===== src/rtl/hazard_ctrl_pkg.sv =====
// Shared types and constants for the MIPS pipeline hazard controller.
// Holds the memory-wait FSM states and the ALU operand-forwarding select codes.
package mips_pipe_pkg;

  typedef enum logic {
    ST_RUN  = 1'b0,
    ST_WAIT = 1'b1
  } state_t;

  localparam logic [1:0] FWD_RF   = 2'b00;
  localparam logic [1:0] FWD_EALU = 2'b01;
  localparam logic [1:0] FWD_MALU = 2'b10;
  localparam logic [1:0] FWD_MMEM = 2'b11;

endpackage


===== src/rtl/hazard_ctrl_if.sv =====
// Bundle of pipeline-side signals exchanged with the hazard controller.
// slave = the controller's view, master = the pipeline's view.
interface hazard_ctrl_if #(
  parameter int CNT_W = 16
);
  logic [4:0]       rs;
  logic [4:0]       rt;
  logic             rsused;
  logic             rtused;
  logic             ewreg;
  logic             em2reg;
  logic [4:0]       edestReg;
  logic             mwreg;
  logic             mm2reg;
  logic             mwmem;
  logic [4:0]       mdestReg;
  logic             dmem_ready;
  logic             dmem_req;
  logic             wpcir;
  logic             idexe_bubble;
  logic             pipe_en;
  logic             memwb_bubble;
  logic [1:0]       fwda;
  logic [1:0]       fwdb;
  logic             mem_err;
  logic [CNT_W-1:0] stall_cnt;

  modport slave (
    input  rs, rt, rsused, rtused, ewreg, em2reg, edestReg,
           mwreg, mm2reg, mwmem, mdestReg, dmem_ready,
    output dmem_req, wpcir, idexe_bubble, pipe_en, memwb_bubble,
           fwda, fwdb, mem_err, stall_cnt
  );

  modport master (
    output rs, rt, rsused, rtused, ewreg, em2reg, edestReg,
           mwreg, mm2reg, mwmem, mdestReg, dmem_ready,
    input  dmem_req, wpcir, idexe_bubble, pipe_en, memwb_bubble,
           fwda, fwdb, mem_err, stall_cnt
  );
endinterface


===== src/rtl/hazard_ctrl_fwd_sel.sv =====
// Per-operand forwarding select: nearest producer wins, register 0 never forwards.
module fwd_sel
  import mips_pipe_pkg::*;
(
  input  logic [4:0] src,
  input  logic       ewreg,
  input  logic       em2reg,
  input  logic [4:0] edestReg,
  input  logic       mwreg,
  input  logic       mm2reg,
  input  logic [4:0] mdestReg,
  output logic [1:0] fwd
);
  logic e_hit;
  logic m_hit;

  always_comb begin
    e_hit = (edestReg != 5'd0) && (edestReg == src);
    m_hit = (mdestReg != 5'd0) && (mdestReg == src);
    fwd   = FWD_RF;
    if (ewreg && !em2reg && e_hit)     fwd = FWD_EALU;
    else if (mwreg && !mm2reg && m_hit) fwd = FWD_MALU;
    else if (mwreg && mm2reg && m_hit)  fwd = FWD_MMEM;
  end
endmodule


===== src/rtl/hazard_ctrl.sv =====
// Hazard/stall controller: forwarding selects, load-use stall, memory-wait freeze
// with timeout, sticky timeout flag and saturating stall-cycle counter.
module hazard_ctrl
  import mips_pipe_pkg::*;
#(
  parameter int WAIT_MAX = 8,
  parameter int CNT_W    = 16
) (
  input  logic          clk,
  input  logic          rst,
  hazard_ctrl_if.slave  bus
);
  localparam int             WCW       = (WAIT_MAX > 1) ? $clog2(WAIT_MAX) : 1;
  localparam logic [WCW-1:0] WAIT_LAST = WCW'(WAIT_MAX - 1);

  state_t           state_q, state_d;
  logic [WCW-1:0]   wait_cnt_q, wait_cnt_d;
  logic             mem_err_q, mem_err_d;
  logic [CNT_W-1:0] stall_cnt_q, stall_cnt_d;

  logic [1:0] fwda_raw, fwdb_raw, fwda_w, fwdb_w;
  logic       req, lu, freeze, timeout;
  logic       wpcir_w, pipe_en_w, idexe_bubble_w, memwb_bubble_w, dmem_req_w;

  fwd_sel u_fwd_rs (
    .src(bus.rs), .ewreg(bus.ewreg), .em2reg(bus.em2reg), .edestReg(bus.edestReg),
    .mwreg(bus.mwreg), .mm2reg(bus.mm2reg), .mdestReg(bus.mdestReg), .fwd(fwda_raw)
  );

  fwd_sel u_fwd_rt (
    .src(bus.rt), .ewreg(bus.ewreg), .em2reg(bus.em2reg), .edestReg(bus.edestReg),
    .mwreg(bus.mwreg), .mm2reg(bus.mm2reg), .mdestReg(bus.mdestReg), .fwd(fwdb_raw)
  );

  always_comb begin
    req     = bus.mm2reg | bus.mwmem;
    lu      = bus.ewreg & bus.em2reg & (bus.edestReg != 5'd0) &
              ((bus.rsused & (bus.edestReg == bus.rs)) |
               (bus.rtused & (bus.edestReg == bus.rt)));
    timeout = (state_q == ST_WAIT) && !bus.dmem_ready && (wait_cnt_q == WAIT_LAST);
    freeze  = (state_q == ST_RUN) ? (req & ~bus.dmem_ready)
                                  : (~bus.dmem_ready & (wait_cnt_q != WAIT_LAST));

    state_d    = state_q;
    wait_cnt_d = wait_cnt_q;
    mem_err_d  = mem_err_q | timeout;
    case (state_q)
      ST_RUN: begin
        wait_cnt_d = '0;
        if (req && !bus.dmem_ready) state_d = ST_WAIT;
      end
      ST_WAIT: begin
        if (bus.dmem_ready || timeout) begin
          state_d    = ST_RUN;
          wait_cnt_d = '0;
        end else begin
          wait_cnt_d = wait_cnt_q + 1'b1;
        end
      end
      default: begin
        state_d    = ST_RUN;
        wait_cnt_d = '0;
      end
    endcase

    wpcir_w        = 1'b1;
    pipe_en_w      = 1'b1;
    idexe_bubble_w = 1'b0;
    memwb_bubble_w = 1'b0;
    fwda_w         = fwda_raw;
    fwdb_w         = fwdb_raw;
    dmem_req_w     = req;
    if (freeze) begin
      wpcir_w        = 1'b0;
      pipe_en_w      = 1'b0;
      memwb_bubble_w = 1'b1;
    end else if (lu) begin
      wpcir_w        = 1'b0;
      idexe_bubble_w = 1'b1;
    end
    // Reset holds the whole pipeline quiet regardless of what the stages present.
    if (rst) begin
      wpcir_w        = 1'b0;
      pipe_en_w      = 1'b0;
      idexe_bubble_w = 1'b1;
      memwb_bubble_w = 1'b1;
      fwda_w         = FWD_RF;
      fwdb_w         = FWD_RF;
      dmem_req_w     = 1'b0;
    end

    stall_cnt_d = stall_cnt_q;
    if (!wpcir_w && (stall_cnt_q != {CNT_W{1'b1}})) stall_cnt_d = stall_cnt_q + 1'b1;
  end

  always_ff @(posedge clk or posedge rst) begin
    if (rst) begin
      state_q     <= ST_RUN;
      wait_cnt_q  <= '0;
      mem_err_q   <= 1'b0;
      stall_cnt_q <= '0;
    end else begin
      state_q     <= state_d;
      wait_cnt_q  <= wait_cnt_d;
      mem_err_q   <= mem_err_d;
      stall_cnt_q <= stall_cnt_d;
    end
  end

  assign bus.dmem_req     = dmem_req_w;
  assign bus.wpcir        = wpcir_w;
  assign bus.idexe_bubble = idexe_bubble_w;
  assign bus.pipe_en      = pipe_en_w;
  assign bus.memwb_bubble = memwb_bubble_w;
  assign bus.fwda         = fwda_w;
  assign bus.fwdb         = fwdb_w;
  assign bus.mem_err      = mem_err_q;
  assign bus.stall_cnt    = stall_cnt_q;
endmodule


===== src/flat_wrapper.sv =====
// flat-port wrapper written by rule: the top's interface ports become plain ports
module hazard_ctrl_flat import mips_pipe_pkg::*;
#(
  parameter int WAIT_MAX = 8,
  parameter int CNT_W    = 16
)
  (clk, rst, bus_rs, bus_rt, bus_rsused, bus_rtused, bus_ewreg, bus_em2reg, bus_edestReg, bus_mwreg, bus_mm2reg, bus_mwmem, bus_mdestReg, bus_dmem_ready, bus_dmem_req, bus_wpcir, bus_idexe_bubble, bus_pipe_en, bus_memwb_bubble, bus_fwda, bus_fwdb, bus_mem_err, bus_stall_cnt);
  hazard_ctrl_if #(.CNT_W(CNT_W)) bus_i ();
  input  logic clk;
  input  logic rst;
  input wire logic [$bits(bus_i.rs)-1:0] bus_rs;
  input wire logic [$bits(bus_i.rt)-1:0] bus_rt;
  input wire logic [$bits(bus_i.rsused)-1:0] bus_rsused;
  input wire logic [$bits(bus_i.rtused)-1:0] bus_rtused;
  input wire logic [$bits(bus_i.ewreg)-1:0] bus_ewreg;
  input wire logic [$bits(bus_i.em2reg)-1:0] bus_em2reg;
  input wire logic [$bits(bus_i.edestReg)-1:0] bus_edestReg;
  input wire logic [$bits(bus_i.mwreg)-1:0] bus_mwreg;
  input wire logic [$bits(bus_i.mm2reg)-1:0] bus_mm2reg;
  input wire logic [$bits(bus_i.mwmem)-1:0] bus_mwmem;
  input wire logic [$bits(bus_i.mdestReg)-1:0] bus_mdestReg;
  input wire logic [$bits(bus_i.dmem_ready)-1:0] bus_dmem_ready;
  output wire logic [$bits(bus_i.dmem_req)-1:0] bus_dmem_req;
  output wire logic [$bits(bus_i.wpcir)-1:0] bus_wpcir;
  output wire logic [$bits(bus_i.idexe_bubble)-1:0] bus_idexe_bubble;
  output wire logic [$bits(bus_i.pipe_en)-1:0] bus_pipe_en;
  output wire logic [$bits(bus_i.memwb_bubble)-1:0] bus_memwb_bubble;
  output wire logic [$bits(bus_i.fwda)-1:0] bus_fwda;
  output wire logic [$bits(bus_i.fwdb)-1:0] bus_fwdb;
  output wire logic [$bits(bus_i.mem_err)-1:0] bus_mem_err;
  output wire logic [$bits(bus_i.stall_cnt)-1:0] bus_stall_cnt;
  assign bus_i.rs = bus_rs;
  assign bus_i.rt = bus_rt;
  assign bus_i.rsused = bus_rsused;
  assign bus_i.rtused = bus_rtused;
  assign bus_i.ewreg = bus_ewreg;
  assign bus_i.em2reg = bus_em2reg;
  assign bus_i.edestReg = bus_edestReg;
  assign bus_i.mwreg = bus_mwreg;
  assign bus_i.mm2reg = bus_mm2reg;
  assign bus_i.mwmem = bus_mwmem;
  assign bus_i.mdestReg = bus_mdestReg;
  assign bus_i.dmem_ready = bus_dmem_ready;
  assign bus_dmem_req = bus_i.dmem_req;
  assign bus_wpcir = bus_i.wpcir;
  assign bus_idexe_bubble = bus_i.idexe_bubble;
  assign bus_pipe_en = bus_i.pipe_en;
  assign bus_memwb_bubble = bus_i.memwb_bubble;
  assign bus_fwda = bus_i.fwda;
  assign bus_fwdb = bus_i.fwdb;
  assign bus_mem_err = bus_i.mem_err;
  assign bus_stall_cnt = bus_i.stall_cnt;
  hazard_ctrl #(.WAIT_MAX(WAIT_MAX), .CNT_W(CNT_W)) u_core (.clk(clk), .rst(rst), .bus(bus_i));
endmodule

===== config.mk =====
export PLATFORM = sky130hd
export DESIGN_NAME = hazard_ctrl_flat
export DESIGN_NICKNAME = d
export VERILOG_FILES = /design/src/rtl/hazard_ctrl_pkg.sv /design/src/rtl/hazard_ctrl_if.sv /design/src/rtl/hazard_ctrl_fwd_sel.sv /design/src/rtl/hazard_ctrl.sv /design/src/flat_wrapper.sv
export SDC_FILE = /design/constraint.sdc
export NUM_CORES = 1
export LEC_CHECK = 0
export ABC_CLOCK_PERIOD_IN_PS = 2300
export CORE_MARGIN = 4
export CORE_UTILIZATION = 43
export CTS_CLUSTER_SIZE = 10
export DETAILED_ROUTE_END_ITERATION = 6
export GPL_TIMING_DRIVEN = 1
export PLACE_DENSITY = 0.79
export SYNTH_ARGS = -nofsm -noshare
export SYNTH_HDL_FRONTEND = slang
export SYNTH_SLANG_ARGS = --single-unit

===== constraint.sdc =====
create_clock -name clk -period 2.3 [get_ports clk]
set_input_delay 0.46 -clock clk [delete_from_list [all_inputs] [get_ports clk]]
set_output_delay 0.46 -clock clk [all_outputs]
set_load 0.05 [all_outputs]

**Yosys cells after proc, flatten, opt, wreduce, memory -nomap -nowiden**

Index checks and enable logic that the tools add are counted.

- Register bits after elaboration: 21
- Input port bits: 30
- Output and inout bits: 26
- Word-level logic and storage cells: 74

- Add/sub/neg operators: 2
- Equality and inequality tests: 7
- Multiplexer cells: 25
- Bitwise logic cells: 12
- Reduce and logical (&&, ||, !) cells: 24

Operators by type and width:

| kind | number |
|---|---|
| equality test 5 bit | 4 |
| logical AND 1 bit | 17 |
| adder 16 x 1 -> 16 bit, second input constant | 1 |
| two-way mux 2 bit | 8 |
| != test 16 bit, second input constant | 1 |
| two-way mux 1 bit | 14 |
| nonzero test 5 bit | 2 |
| AND 1 bit | 7 |
| one-hot mux 3 bit (2 select lines) | 1 |
| zero test 1 bit | 4 |
| adder 3 x 1 -> 3 bit, second input constant | 1 |
| equality test 3 bit, second input constant | 1 |
| two-way mux 3 bit | 1 |
| != test 3 bit, second input constant | 1 |
| OR 1 bit | 3 |
| inverter 1 bit | 2 |
| one-hot mux 1 bit (2 select lines) | 1 |
| logical OR 1 bit | 1 |

**Longest topological paths before layout**

Gate-level depths: netlist of the first run.

- Depth in word-level cells: 9
- Mapped depth: 8
- Depth with buffers taken out: 7

**Modules after synthesis**

A second synthesis of the first run with hierarchy kept.

- Cell total of the unflattened synthesis: 168
- Area total of the unflattened synthesis: 1536.5 um^2

Modules (own cells, without submodules):

| module | instances | cells an instance | area an instance (um^2) | seq. area each (um^2) |
|---|---|---|---|---|
| hazard_ctrl | 1 | 120 | 1206.2 | 525.5 |
| fwd_sel | 2 | 24 | 165.2 | 0.0 |

**Least setup slack after synthesis of the first run**

Ideal clock, no wire load.

- Kind: input-to-output
- Start point: input rst
- End point: output bus_fwda[1]
- Arrival time: 2.295 ns
- Data required time: 1.840 ns
- Setup slack: -0.455 ns
- Cell stages on the path: 3
- Buffers on the path: 0
- Cell sequence: inv_1 -> nand2_1 -> nor3b_1

- Longest elaborated chain between the ends: 1

RTL lines:

| what | RTL line | source |
|---|---|---|
| start: declaration | flat_wrapper.sv:10 | `input logic rst;` |
| two-way mux 2 bit | hazard_ctrl.sv:82 | `if (rst) begin` |
| end: declaration | flat_wrapper.sv:28 | `output wire logic [$bits(bus_i.fwda)-1:0] bus_fwda;` |

Every way passes these cells.

**Worst setup path in the final report of the first run**

- Start point: input bus_rs[2]
- End point: output bus_fwda[0]

- Longest elaborated chain between the ends: 7

RTL lines:

| what | RTL line | source |
|---|---|---|
| start: declaration | flat_wrapper.sv:11 | `input wire logic [$bits(bus_i.rs)-1:0] bus_rs;` |
| equality test 5 bit | hazard_ctrl_fwd_sel.sv:19 | `m_hit = (mdestReg != 5'd0) && (mdestReg == src);` |
| logical AND 1 bit | hazard_ctrl_fwd_sel.sv:19 |  |
| logical AND 1 bit | hazard_ctrl_fwd_sel.sv:23 | `else if (mwreg && mm2reg && m_hit) fwd = FWD_MMEM;` |
| two-way mux 2 bit | hazard_ctrl_fwd_sel.sv:23 |  |
| two-way mux 2 bit | hazard_ctrl_fwd_sel.sv:22 | `else if (mwreg && !mm2reg && m_hit) fwd = FWD_MALU;` |
| two-way mux 2 bit * | hazard_ctrl_fwd_sel.sv:21 | `if (ewreg && !em2reg && e_hit) fwd = FWD_EALU;` |
| two-way mux 2 bit * | hazard_ctrl.sv:82 |  |

Mark *: on every way between the ends. The rest lies on a longest branch, timed or not.

==> flow_metrics.tcl, run 1 <==
set metrics [dict create \
    dr.pass1.iters 4 \
    clk_latency_ns 0.31 \
    tritoncts "built" \
    grt_max_degree 22 \
    reg2reg_from "u_core.bus.stall_cnt[0]" \
    period_needed_ns 2.26 \
    multi_input_area_sq_um 951 \
    synth-simple-area-share 0.226 \
    area_delta_synth_final_pct 58.9 \
    dieArea_sq_um 4310 \
    ff2ff_path_depth 7 \
    synth.area.mux_share 0.0394 \
    rsz0062_at_grt "true" \
    synth_compound_area_frac 0.122 \
    antenna_found_initial 0 \
    power.density_nw_per_um2 610 \
    path_class "in2out" \
    drt_iter0_drc 46 \
    total_power_mw 1.39 \
    fmax_mhz 442 \
    cp.arrival_ns 1.80 \
    preCtsSetupSlack_ns -0.291 \
    start_kind "primary input" \
    hold_depth 1 \
    drive_above_1_share 0.292 \
    yosysTopAreaCellShare 0.367 \
    regArea_sq_um 526 \
    port_buffers 55 \
    grt_pass1_wl_um 6860 \
    synth-seq-cells 21 \
    core_area_sq_um 3130 \
    hold_violations 0 \
    clock-sinks 21 \
    reg2reg_to "u_core.bus.stall_cnt[1]" \
    drv_cap 0 \
    dieHeight_um 65.7 \
    synth_top_family_by_area "simple AND/OR/NAND/NOR gates" \
    syn_area_sq_um 1430 \
    nNetsFinal 253 \
    ir_worst_vdd_mv 0.789 \
    yosysSeqAreaShare 0.367 \
    clk_path_buf_depth 2 \
    whs_endpoint "u_core.wait_cnt_q[0]" \
    setup_viol 0 \
    numCtsBuffers 3 \
    drv_slew 0 \
    netlist_instances 148 \
    drt_wl_total_um 4280 \
    route.vias.total 1372 \
    fp.dieW_um 65.7 \
    gp_congestion 0.811 \
    dp_hpwl_um 3350 \
    antennaDiodeCount 0 \
    leakagePower_nw 0.943 \
    via_per_inst 5.22 \
    min_path_type "reg2reg" \
    finalClockSkew_ns 0.0114 \
    yosys.area.top_type "dfrtp_1" \
    slew_headroom 0.658 \
    synth_area_per_cell_sq_um 9.66 \
    end_kind "output pin" \
    synthAdderAreaFrac 0.0262 \
    initial_utilization 0.457 \
    grt_usage 0.205 \
    synth_xor_area_frac 0.190 \
    required_ns 1.84 \
    ys_types 38 \
    fin_crit_sh 0.984 \
    fp-row-count 20 \
    cts_root_buffer "clkbuf_4" \
    nFillCells 250 \
    setup_ws_ns 0.0361 \
    path_clk_slew_ns 0.10 \
    worst_slew_pin_slew_ns 0.512 \
    grt_pass1_vias 1419 \
    r2r_setup_slack_ns 0.26 \
    ant_nets 0 \
    syn_nets 181 \
    hold_start "u_core.wait_cnt_q[0]" \
    htreeDepth 1 \
    route.detailed.drc 0 \
    gr-total-overflow 0 \
    status "complete, no violations" \
    critical_path_peak_fanout 2 \
    yosysWarnings 0 \
    ios 56 \
    synthTopCellsByArea "dfrtp_1, xnor2_1, xor2_1" \
    wl_per_cell_um 16.3 \
]
-- metal layers --
layer	routed length [um]	GRT usage	vias to the layer above
li1	-	-	668
met1	1680	0.234	668
met2	2430	0.372	32
met3	151	0.0479	4
met4	29	0.0648	0
met5	0	0	-
-- state kept, by name (all words and copies together) (netlist names) --
name	count
u_core.state_q	1
u_core.bus.mem_err	1
u_core.bus.stall_cnt	16
u_core.wait_cnt_q	3
-- metrics by stage --
step	TNS, ns	std cells	cell area, sq um	hold WS, ns	util
floorplan	-0.499	148	1440	0.331	-
global placement	-1.96	256	2170	0.421	0.695
detailed placement	-3.73	256	2170	0.429	0.695
CTS	0	260	2220	0.446	0.710
global route	-0.143	263	2270	0.460	0.726
finish	0	263	2270	0.441	0.726
-- layout make-up --
class | count | area share
repair buffers | 70 | 0.305
well taps | 44 | 0.0242
inverters | 5 | 0.00991
multi-input cells | 119 | 0.419
flip-flops and latches | 21 | 0.231
clock buffers | 4 | 0.0116
-- repair_timing --
item,in CTS,in global routing
endpoints found under the setup margin,8,8
hold buffers,0,0
hold endpoints to repair,0,0
gates resized for setup,39,28
pin swaps,12,14
buffers inserted,0,3
-- how the worst max path moves through the flow --
stage	startpoint	end	slack (ns)	cells after the start
floorplan	bus_rt[0]	bus_fwdb[1]	-0.26	3
global placement	bus_mdestReg[1]	bus_fwdb[1]	-0.23	7
detailed placement	bus_mdestReg[1]	bus_fwda[1]	-0.29	6
CTS	bus_edestReg[1]	bus_idexe_bubble	0.001	7
global route	bus_rs[2]	bus_idexe_bubble	-0.05	7
finish	bus_rs[2]	bus_fwda[0]	0.04	8
-- power by group --
group / internal [mW] / switching, mW
clock network: 0.0677 / 0.107
logic: 0.281 / 0.417
registers: 0.434 / 0.0782
total: 0.782 / 0.603
-- layout by cell type (no fill, tap or decap), types with 2 or more instances in the layout --
cell type	synthesis	routed
nor2_1	14	9
buf_6	1	3
nor3b_2	0	2
nor2b_1	2	2
dlygate4sd2_1	0	7
mux2_1	3	3
nor2_2	0	3
nor2_4	0	2
buf_4	1	14
mux2_2	2	2
nor3_1	2	2
a31oi_1	2	2
nand2_1	10	9
o2111ai_1	4	4
nor4_2	0	2
and3_1	5	5
buf_2	1	2
and2_1	5	5
clkbuf_2	0	6
nor3_2	2	2
clkdlybuf4s15_1	0	4
o21ai_0	2	2
clkbuf_4	0	3
xor2_1	14	14
clkdlybuf4s50_1	0	26
xnor2_1	17	17
inv_1	5	3
nand3_1	5	4
dfrtp_1	21	21
o211ai_1	7	7
nand3_2	1	2
buf_12	0	7
-- cell usage after synthesis, drive strengths merged --
cell,n
o211ai,7
nand3,6
and4,1
a31o,1
nor3,4
nor4,3
o21ai,3
a21o,1
buf,3
o2111ai,5
nand3b,1
nor2b,2
inv,5
dfrtp,21
a31oi,2
and2,6
xnor2,17
or4,1
nand4,1
a211oi,1
ha,3
nor2,14
a21oi,1
nor3b,3
and3,5
or2b,1
xor2,14
nand2,11
mux2,5
-- cell families (layout without fill, tap and decap cells) --
logic type               count (synthesis)  in the layout
AO/OA/AOI/OAI                           21             21
XOR/XNOR                                31             31
adder cells (fa/ha/maj)                  3              3
buffers and inverters                    8             79
flip-flops                              21             21
multiplexers                             5              5
AND/OR/NAND/NOR                         59             59
-- critical path: stages --
cell and delay (ns):
clkdlybuf4s15_1 0.23, xor2_1 0.17, nor3_2 0.26, nand2_1 0.13
nor2_4 0.13, a31oi_1 0.05, nor2_1 0.17, buf_6 0.18
Note: power is estimated with default switching activity, not from simulation.
==> run 2: changes to the inputs <==
--- a/config.mk
+++ b/config.mk
@@ -11,7 +11,7 @@
 export CTS_CLUSTER_SIZE = 10
 export DETAILED_ROUTE_END_ITERATION = 6
 export GPL_TIMING_DRIVEN = 1
-export PLACE_DENSITY = 0.79
+export PLACE_DENSITY = 0.78
 export SYNTH_ARGS = -nofsm -noshare
 export SYNTH_HDL_FRONTEND = slang
 export SYNTH_SLANG_ARGS = --single-unit
==> run 2 against run 1 <==
Net effect: final cell count rose by 1.5%; first-iteration DRC count fell by 28%; clock skew fell by 0.0075 ns; largest power group unchanged; critical endpoint is now bus_idexe_bubble; global-route usage fell by 0.71 points; combinational power fell by 1%.
==> flow_metrics.tcl, run 2 (same netlist as run 1, synthesis figures left out) <==
set metrics [dict create \
    end_kind "output pin" \
    finalClockSkew_ns 0.00386 \
    dp_hpwl_um 3230 \
    fin_crit_sh 0.973 \
    grt_max_degree 22 \
    rsz0062_at_grt "true" \
    fmax_mhz 447 \
    core_area_sq_um 3130 \
    ant_nets 0 \
    drv_slew 0 \
    min_path_type "reg2reg" \
    clk_latency_ns 0.30 \
    drt_wl_total_um 3990 \
    htreeDepth 1 \
    initial_utilization 0.457 \
    path_clk_slew_ns 0.11 \
    utilization 0.738 \
    gp_congestion 0.824 \
    via_per_inst 5.12 \
    placed_cell_area_sq_um 2180 \
    final_cell_mix "clkdlybuf4s50_1, dfrtp_1, buf_4" \
    required_ns 1.84 \
    wl_per_cell_um 14.9 \
    slew_headroom 0.662 \
    status "complete, no violations" \
    dieHeight_um 65.7 \
    clock-sinks 21 \
    critical_path_peak_fanout 3 \
    tritoncts "built" \
    nNetsFinal 257 \
    numCtsBuffers 3 \
    port_buffers 55 \
    fp-row-count 20 \
    route.detailed.drc 0 \
    instances_no_fill 267 \
    ios 56 \
    grt_usage 0.198 \
    antennaDiodeCount 0 \
    setup_viol 0 \
    largest_reg_flops 16 \
    ctsHoldBuffers 0 \
    power.density_nw_per_um2 594 \
    gr-total-overflow 0 \
    period_needed_ns 2.24 \
    drive_above_1_share 0.300 \
    drt_iter0_drc 33 \
    ir_worst_vdd_mv 0.628 \
    grt_pass1_wl_um 6650 \
    cts_root_buffer "clkbuf_4" \
    cp.arrival_ns 1.78 \
    clk_path_buf_depth 2 \
    hold_violations 0 \
    whs_ns 0.495 \
    start_kind "primary input" \
    nFillCells 236 \
    dieArea_sq_um 4310 \
    drv_cap 0 \
    final_area_sq_um 2310 \
    route.vias.total 1368 \
    area_delta_synth_final_pct 61.4 \
    path_class "in2out" \
    place_inst 259 \
    dr.pass1.iters 4 \
    grt_pass1_vias 1441 \
    antenna_found_initial 0 \
    fp.dieW_um 65.7 \
    leakagePower_nw 0.959 \
    final_common_cell "clkdlybuf4s50_1" \
    worst_slew_pin_slew_ns 0.506 \
]
run 2: worst max-delay path, cell delays in order:
cell and delay (ns):
clkdlybuf4s15_1 0.22, xor2_1 0.18, nor3_2 0.22, nand3_2 0.13, a21oi_4 0.21, a21o_1 0.20
buf_12 0.15
run 2: final cells by class:
cell class,instances,area (sq um),share of cell area
repair buffers,74,703,0.305
clock buffers,3,22.5,0.00976
multi-input cells,119,975,0.422
well taps,44,55.1,0.0238
inverters,5,22.5,0.00976
flip-flops and latches,21,526,0.228
clock inverters,1,5.00,0.00217
run 2: power breakdown:
group | total [mW] | internal [mW] | leakage, nW | switching, mW
clock | 0.171 | 0.0649 | 0.0177 | 0.106
combinational | 0.691 | 0.280 | 0.664 | 0.411
sequential | 0.509 | 0.434 | 0.278 | 0.0748
run 2: stage by stage:
stage	power, mW	worst slack (ns)	TNS (ns)
final	1.37	0.0617	0
after global routing	1.46	-0.0124	-0.0351
after CTS	1.37	0.000469	0
after detailed placement	1.20	-0.263	-3.19
after global placement	1.17	-0.208	-1.77
after floorplan	0.916	-0.256	-0.499
run 2: worst paths after layout:
check / start / to / slack, ns / depth (start not counted)
setup / recovery: bus_edestReg[0] / bus_idexe_bubble / 0.06 / 7
min in group asynchronous: rst / u_core.bus.stall_cnt[14] / 0.62 / 3
hold reg to reg: u_core.bus.mem_err / u_core.bus.mem_err / 0.50 / 1
setup reg to reg: u_core.bus.stall_cnt[0] / u_core.bus.stall_cnt[1] / 0.24 / 7
hold / removal: u_core.bus.mem_err / u_core.bus.mem_err / 0.50 / 1
max in group asynchronous: rst / u_core.bus.stall_cnt[5] / 1.47 / 3
run 2: layer usage:
layer | up-vias | wire, um | GRT usage
li1 | 675 | - | -
met1 | 645 | 1550 | 0.227
met2 | 40 | 2180 | 0.370
met3 | 8 | 197 | 0.0410
met4 | 0 | 61 | 0.0440
met5 | - | 0 | 0
run 2: repair_timing:
item	CTS	global route
pin swaps	14	23
resized for setup	37	32
buffers inserted	1	4
setup endpoints to repair	8	8
